[src/rtl/mer_meter_pam.sv]
// MER measurement engine: learns the reference level over a calibration window,
// then slices symbols and averages error, error^2 and ideal-symbol power per window.
module mer_meter_pam #(
  parameter int IN_W   = 18,
  parameter int LOG2_N = 10,
  parameter int OUT_W  = 36
) (
  input  logic                    sys_clk,
  input  logic                    reset,
  input  logic                    sym_clk_en,
  input  logic signed [IN_W-1:0]  dec_var,
  input  logic                    start,
  input  logic                    stop,
  input  logic                    mode_4pam,
  input  logic                    cont,
  output logic                    busy,
  output logic signed [IN_W-1:0]  ref_lvl,
  output logic signed [IN_W:0]    err_avg,
  output logic [OUT_W-1:0]        err_sq_avg,
  output logic [OUT_W-1:0]        sig_pwr,
  output logic                    result_valid,
  output logic [1:0]              dbg_state
);

  localparam int EW  = IN_W + 1;
  localparam int SQW = 2 * EW;
  localparam int MAW = IN_W + LOG2_N;
  localparam int EAW = EW + LOG2_N;
  localparam int SAW = SQW + LOG2_N;
  localparam logic [IN_W-1:0] MIN_V = {1'b1, {(IN_W-1){1'b0}}};
  localparam logic [IN_W-1:0] MAX_V = {1'b0, {(IN_W-1){1'b1}}};

  typedef enum logic [1:0] {
    S_IDLE = 2'd0,
    S_CAL  = 2'd1,
    S_MEAS = 2'd2
  } state_t;

  state_t              state_q;
  logic                mode_q, cont_q, stop_q;
  logic [LOG2_N-1:0]   cnt_q;

  logic                s1_vld_q, s1_last_q, s1_meas_q;
  logic [IN_W-1:0]     s1_abs_q;
  logic signed [EW-1:0] s1_err_q, s1_ideal_q;

  logic [MAW-1:0]      mag_acc_q;
  logic signed [EAW-1:0] err_acc_q;
  logic [SAW-1:0]      sq_acc_q, pwr_acc_q;

  logic [IN_W-1:0]     ref_q;
  logic signed [EW-1:0] err_avg_q;
  logic [OUT_W-1:0]    err_sq_avg_q, sig_pwr_q;
  logic                result_valid_q;

  logic                sym_ok, win_end;
  logic [MAW-1:0]      mag_sum;
  logic [IN_W-1:0]     ref_new, ref_eff, abs_d;
  logic signed [EW-1:0] r_x, half_x, three_x, neg_r_x, x_x, ideal_d, err_d;
  logic signed [SQW-1:0] e_w, i_w, err_sq, pwr_sq;
  logic signed [EAW-1:0] err_sum;
  logic [SAW-1:0]      sq_sum, pwr_sum;
  logic [SQW-1:0]      sq_mean, pwr_mean;
  logic [OUT_W-1:0]    sq_sat, pwr_sat;

  assign sym_ok  = sym_clk_en && (state_q != S_IDLE);
  assign win_end = sym_ok && (cnt_q == {LOG2_N{1'b1}});

  // A window-end symbol still in stage 2 updates ref this cycle; a symbol arriving
  // now belongs to the next window and must already slice against that new level.
  always_comb begin
    mag_sum = mag_acc_q + {{LOG2_N{1'b0}}, s1_abs_q};
    ref_new = mag_sum[MAW-1:LOG2_N];
    ref_eff = (s1_vld_q && s1_last_q) ? ref_new : ref_q;
    r_x     = {ref_eff[IN_W-1], ref_eff};
    half_x  = r_x >>> 1;
    three_x = r_x + half_x;
    neg_r_x = -r_x;
    x_x     = {dec_var[IN_W-1], dec_var};
    ideal_d = '0;
    if (mode_q) begin
      if (x_x >= r_x)        ideal_d = three_x;
      else if (!x_x[EW-1])   ideal_d = half_x;
      else if (x_x >= neg_r_x) ideal_d = -half_x;
      else                   ideal_d = -three_x;
    end else begin
      ideal_d = x_x[EW-1] ? neg_r_x : r_x;
    end
    err_d = x_x - ideal_d;
    if (dec_var == MIN_V)      abs_d = MAX_V;
    else if (dec_var[IN_W-1])  abs_d = -dec_var;
    else                       abs_d = dec_var;
  end

  always_comb begin
    e_w      = {{EW{s1_err_q[EW-1]}}, s1_err_q};
    i_w      = {{EW{s1_ideal_q[EW-1]}}, s1_ideal_q};
    err_sq   = e_w * e_w;
    pwr_sq   = i_w * i_w;
    err_sum  = err_acc_q + {{LOG2_N{s1_err_q[EW-1]}}, s1_err_q};
    sq_sum   = sq_acc_q + {{LOG2_N{1'b0}}, err_sq};
    pwr_sum  = pwr_acc_q + {{LOG2_N{1'b0}}, pwr_sq};
    sq_mean  = sq_sum[SAW-1:LOG2_N];
    pwr_mean = pwr_sum[SAW-1:LOG2_N];
    sq_sat   = (|sq_mean[SQW-1:OUT_W])  ? {OUT_W{1'b1}} : sq_mean[OUT_W-1:0];
    pwr_sat  = (|pwr_mean[SQW-1:OUT_W]) ? {OUT_W{1'b1}} : pwr_mean[OUT_W-1:0];
  end

  always_ff @(posedge sys_clk) begin
    if (!reset) begin
      state_q <= S_IDLE;
      mode_q  <= 1'b0;
      cont_q  <= 1'b0;
      stop_q  <= 1'b0;
      cnt_q   <= '0;
    end else begin
      case (state_q)
        S_IDLE: begin
          if (start) begin
            state_q <= S_CAL;
            mode_q  <= mode_4pam;
            cont_q  <= cont;
            stop_q  <= 1'b0;
            cnt_q   <= '0;
          end
        end
        S_CAL: begin
          if (stop) stop_q <= 1'b1;
          if (sym_ok) cnt_q <= cnt_q + LOG2_N'(1);
          if (win_end) state_q <= S_MEAS;
        end
        S_MEAS: begin
          if (stop) stop_q <= 1'b1;
          if (sym_ok) cnt_q <= cnt_q + LOG2_N'(1);
          if (win_end && !(cont_q && !stop_q && !stop)) begin
            state_q <= S_IDLE;
            stop_q  <= 1'b0;
          end
        end
        default: state_q <= S_IDLE;
      endcase
    end
  end

  always_ff @(posedge sys_clk) begin
    if (!reset) begin
      s1_vld_q       <= 1'b0;
      s1_last_q      <= 1'b0;
      s1_meas_q      <= 1'b0;
      s1_abs_q       <= '0;
      s1_err_q       <= '0;
      s1_ideal_q     <= '0;
      mag_acc_q      <= '0;
      err_acc_q      <= '0;
      sq_acc_q       <= '0;
      pwr_acc_q      <= '0;
      ref_q          <= '0;
      err_avg_q      <= '0;
      err_sq_avg_q   <= '0;
      sig_pwr_q      <= '0;
      result_valid_q <= 1'b0;
    end else begin
      s1_vld_q       <= sym_ok;
      result_valid_q <= 1'b0;
      if (sym_ok) begin
        s1_abs_q   <= abs_d;
        s1_err_q   <= err_d;
        s1_ideal_q <= ideal_d;
        s1_last_q  <= win_end;
        s1_meas_q  <= (state_q == S_MEAS);
      end
      if (s1_vld_q) begin
        if (s1_last_q) begin
          mag_acc_q <= '0;
          err_acc_q <= '0;
          sq_acc_q  <= '0;
          pwr_acc_q <= '0;
          ref_q     <= ref_new;
          if (s1_meas_q) begin
            err_avg_q      <= err_sum[EAW-1:LOG2_N];
            err_sq_avg_q   <= sq_sat;
            sig_pwr_q      <= pwr_sat;
            result_valid_q <= 1'b1;
          end
        end else begin
          mag_acc_q <= mag_sum;
          if (s1_meas_q) begin
            err_acc_q <= err_sum;
            sq_acc_q  <= sq_sum;
            pwr_acc_q <= pwr_sum;
          end
        end
      end
    end
  end

  assign busy         = (state_q != S_IDLE);
  assign ref_lvl      = ref_q;
  assign err_avg      = err_avg_q;
  assign err_sq_avg   = err_sq_avg_q;
  assign sig_pwr      = sig_pwr_q;
  assign result_valid = result_valid_q;
  assign dbg_state    = state_q;

endmodule

[config.mk]
export PLATFORM = sky130hd
export DESIGN_NAME = mer_meter_pam
export DESIGN_NICKNAME = d
export VERILOG_FILES = /design/src/rtl/mer_meter_pam.sv
export SDC_FILE = /design/constraint.sdc
export NUM_CORES = 2
export LEC_CHECK = 0
export CAP_MARGIN = 25
export CORE_MARGIN = 10
export CORE_UTILIZATION = 40
export CTS_BUF_LIST = sky130_fd_sc_hd__clkbuf_4 sky130_fd_sc_hd__clkbuf_8
export DETAILED_ROUTE_END_ITERATION = 6
export GPL_TIMING_DRIVEN = 0
export HOLD_SLACK_MARGIN = 0.05
export MAX_ROUTING_LAYER = met4
export PLACE_DENSITY = 0.53
export SETUP_SLACK_MARGIN = 0.3
export SYNTH_ARGS = -nofsm -noshare
export SYNTH_HDL_FRONTEND = slang
export SYNTH_SLANG_ARGS = --single-unit
[constraint.sdc]
create_clock -name sys_clk -period 19.5 [get_ports sys_clk]
set_clock_uncertainty 0.05 [all_clocks]
set_input_delay 3.9 -clock sys_clk [delete_from_list [all_inputs] [get_ports sys_clk]]
set_output_delay 3.9 -clock sys_clk [all_outputs]
set_load 0.01 [all_outputs]
==> impl_metrics.tcl <==
set metrics [dict create \
    power_frac_seq 0.307 \
    dieArea_um2 132200 \
    start_kind "flop" \
    internal_power_mw 1.448 \
    status "finished, final reports clean" \
    row_count 126 \
    path_clk_slew_ns 0.06 \
    yosysMostFrequentCell "inv_1" \
    syn_to_final_growth_pct 10.49 \
    die_y_um 363.6 \
    fmax_mhz 81.06 \
    firstDrtPassIters 6 \
    netlist_area_um2 47230 \
    sw_frac_of_total 0.3859 \
    cts_root_buffer "clkbuf_8" \
    nNetsFinal 6878 \
    core-area_um2 117600 \
    async_flop_share 0 \
    arrival_ns 12.86 \
    synth_flop_cell "dfxtp_1" \
    cts_sinks 337 \
    cts_buffers 66 \
    htree_num_levels 3 \
    period_needed_ns 12.34 \
    crit_top_cell "a21oi_1" \
    cp-end-kind "flop" \
    seq_area_frac_synth 0.1428 \
    initial_core_util 0.4016 \
    post_cts.repair.setup_buffers 0 \
    hp-class "flop to flop" \
    reg2reg_slack_ns 7.16 \
    ys_ff_latch 337 \
    wirelength_mm 156.1 \
    min_path_cells 2 \
    synth_cells 5503 \
    grt_first_pass_wirelength_mm 238.9 \
    hold_viol 0 \
    postSynthAreaPerCell_um2 8.583 \
    place_congestion 0.9435 \
    max_stage_delay_ns 0.91 \
    gr-total-overflow 0 \
    cp_top_family "compound AO/OA/AOI/OAI gates" \
    avgViaCountPerCell 5.347 \
    cts_resized 0 \
    p_leak_nw 25.33 \
    grt_max_degree 13 \
    synth_top_area_cell "fa_1" \
    fin_crit_sh 0.6326 \
    drc_errors 0 \
    holdBufCountCts 0 \
    power_frac_clock 0.347 \
    required_ns 20.03 \
    rsz0062_at_grt "no" \
    clock_latency_ns 0.71 \
    slew_headroom 0.2456 \
    dp_hpwl_mm 130.0 \
    yosys_warnings 0 \
    cellPowerDensity_nw_per_um2 45.17 \
    crit_path_top_delay_cell "a2111oi_0" \
    path_class "flop to flop" \
    timing.rr.end "err_sq_avg[12]" \
    fin_setup_tns_ns 0 \
    setup_viol 0 \
    die_x_um 363.6 \
    grt_pass1_vias 39281 \
    hp-start "err_avg[10]" \
    io_pins 138 \
    dp_cells 7191 \
    maxCapViolCount 0 \
    grt_antenna_before_repair 1 \
    ir_drop_uv 39.22 \
    final_cells 7308 \
    finalMaxSlewViolations 0 \
    switchingPower_uw 909.9 \
    clockBufferDepth 3 \
    cts_tree "done" \
    yosys-top-cells-area "fa_1 (29%), dfxtp_1 (14%), ha_1 (12%)" \
    crit_buf_inv 6 \
    ys_types 100 \
    portBuffers 137 \
    reg2reg_depth 40 \
    ant_nets 0 \
    cp_max_fo 10 \
    grt_usage 0.2415 \
    wire_per_inst_um 21.37 \
    drtIter0Drc 2750 \
    synth_common_cells "inv_1 (863), fa_1 (677), nand2_1 (482)" \
    drive_above_1_share 0.03466 \
    vias 39076 \
    hold-path-endpoint "err_avg[10]" \
    r2r_start "s1_err_q[4]" \
    power_frac_comb 0.346 \
    syn_nets 6656 \
    synth_edf_count 0 \
    yosysTopAreaCellShare 0.2869 \
    tightest_slew_ns 1.100 \
]
## logic make-up after synthesis
logic type,synth area share
simple gates,0.1476
compound gates,0.1543
fa+ha+maj,0.4069
buf+inv,0.08774
flops,0.1428
xor+xnor,0.05489
mux,0.005828
## final cells by class
type | instances | area [um2]
clock inverter | 21 | 267.8
timing repair buffer | 154 | 1569
fill | 11886 | 65420
sequential | 337 | 6746
multi-input combinational | 4068 | 36340
tap | 1536 | 1922
clock buffer | 92 | 1191
buffer | 230 | 885.9
antenna | 2 | 5.005
inverter | 868 | 3258
## stage by stage
stage                     power [mW]  hold slack, ns  setup WS, ns  instance area [um2]    util
final                          2.358          0.4119         7.164                52190  0.4437
after global placement         1.542          0.3968         7.031                50530  0.4296
after CTS                      2.371          0.4105         7.089                52160  0.4435
after global routing           2.492          0.4280         6.331                52190  0.4437
after detailed placement       1.546          0.3998         7.118                50700  0.4311
after floorplan                1.258          0.3815         9.879                47230       -
## per-layer routing
metal | global-route usage | up-vias | share of wire
met4 | 0.06148 | 0 | 0.027
met3 | 0.03719 | 209 | 0.060
met5 | - | - | 0
li1 | - | 18498 | -
met1 | 0.3228 | 19283 | 0.46
met2 | 0.3814 | 1086 | 0.46
## worst min-delay path: cells and delay by family, from the launching register on
kind / cells / cell delay, ns
flops: 1 / 0.31
compound gates: 1 / 0.05
simple gates: 1 / 0.05
## sequential cells by signal, indices dropped and copies added (netlist names)
register and flops:
sig_pwr 36, s1_meas_q 1, s1_vld_q 1, sq_acc_q 48
s1_err_q 19, stop_q 1, s1_last_q 1, err_acc_q 29
result_valid 1, mag_acc_q 28, cnt_q 10, s1_ideal_q 19
mode_q 1, s1_abs_q 18, err_sq_avg 36, ref_lvl 18
cont_q 1, pwr_acc_q 48, err_avg 19, dbg_state 2
## power groups by stage
stage | registers, mW | clock network, mW | logic, mW
2_1_floorplan | 0.727 | 0 | 0.532
3_3_place_gp | 0.740 | 0 | 0.802
3_5_place_dp | 0.739 | 0 | 0.807
4_1_cts | 0.724 | 0.832 | 0.815
5_1_grt | 0.725 | 0.863 | 0.904
6_report | 0.725 | 0.817 | 0.816
## cell usage in the layout (no fill, tap or decap), types with 137 or more instances in the layout
| cell | n |
|---|---|
| nand2_1 | 482 |
| nor2_1 | 374 |
| dfxtp_1 | 337 |
| ha_1 | 451 |
| o21ai_0 | 278 |
| clkdlybuf4s50_1 | 137 |
| inv_1 | 863 |
| fa_1 | 677 |
| clkbuf_1 | 198 |
| a21oi_1 | 338 |
| and2_1 | 180 |
| xnor2_1 | 205 |
## how the worst max path moves through the flow
| stage | from | to | slack [ns] | cells past startpoint |
|---|---|---|---|---|
| 6_report | s1_err_q[4] | err_sq_avg[12] | 7.16 | 40 |
| 5_1_grt | s1_err_q[4] | err_sq_avg[17] | 6.33 | 40 |
| 4_1_cts | s1_err_q[4] | err_sq_avg[12] | 7.09 | 40 |
| 3_5_place_dp | s1_err_q[4] | err_sq_avg[0] | 7.12 | 40 |
| 3_3_place_gp | s1_err_q[4] | err_sq_avg[35] | 7.03 | 36 |
| 2_1_floorplan | dec_var[4] | s1_err_q[18] | 9.88 | 29 |
(Power assumes the default switching activity.)
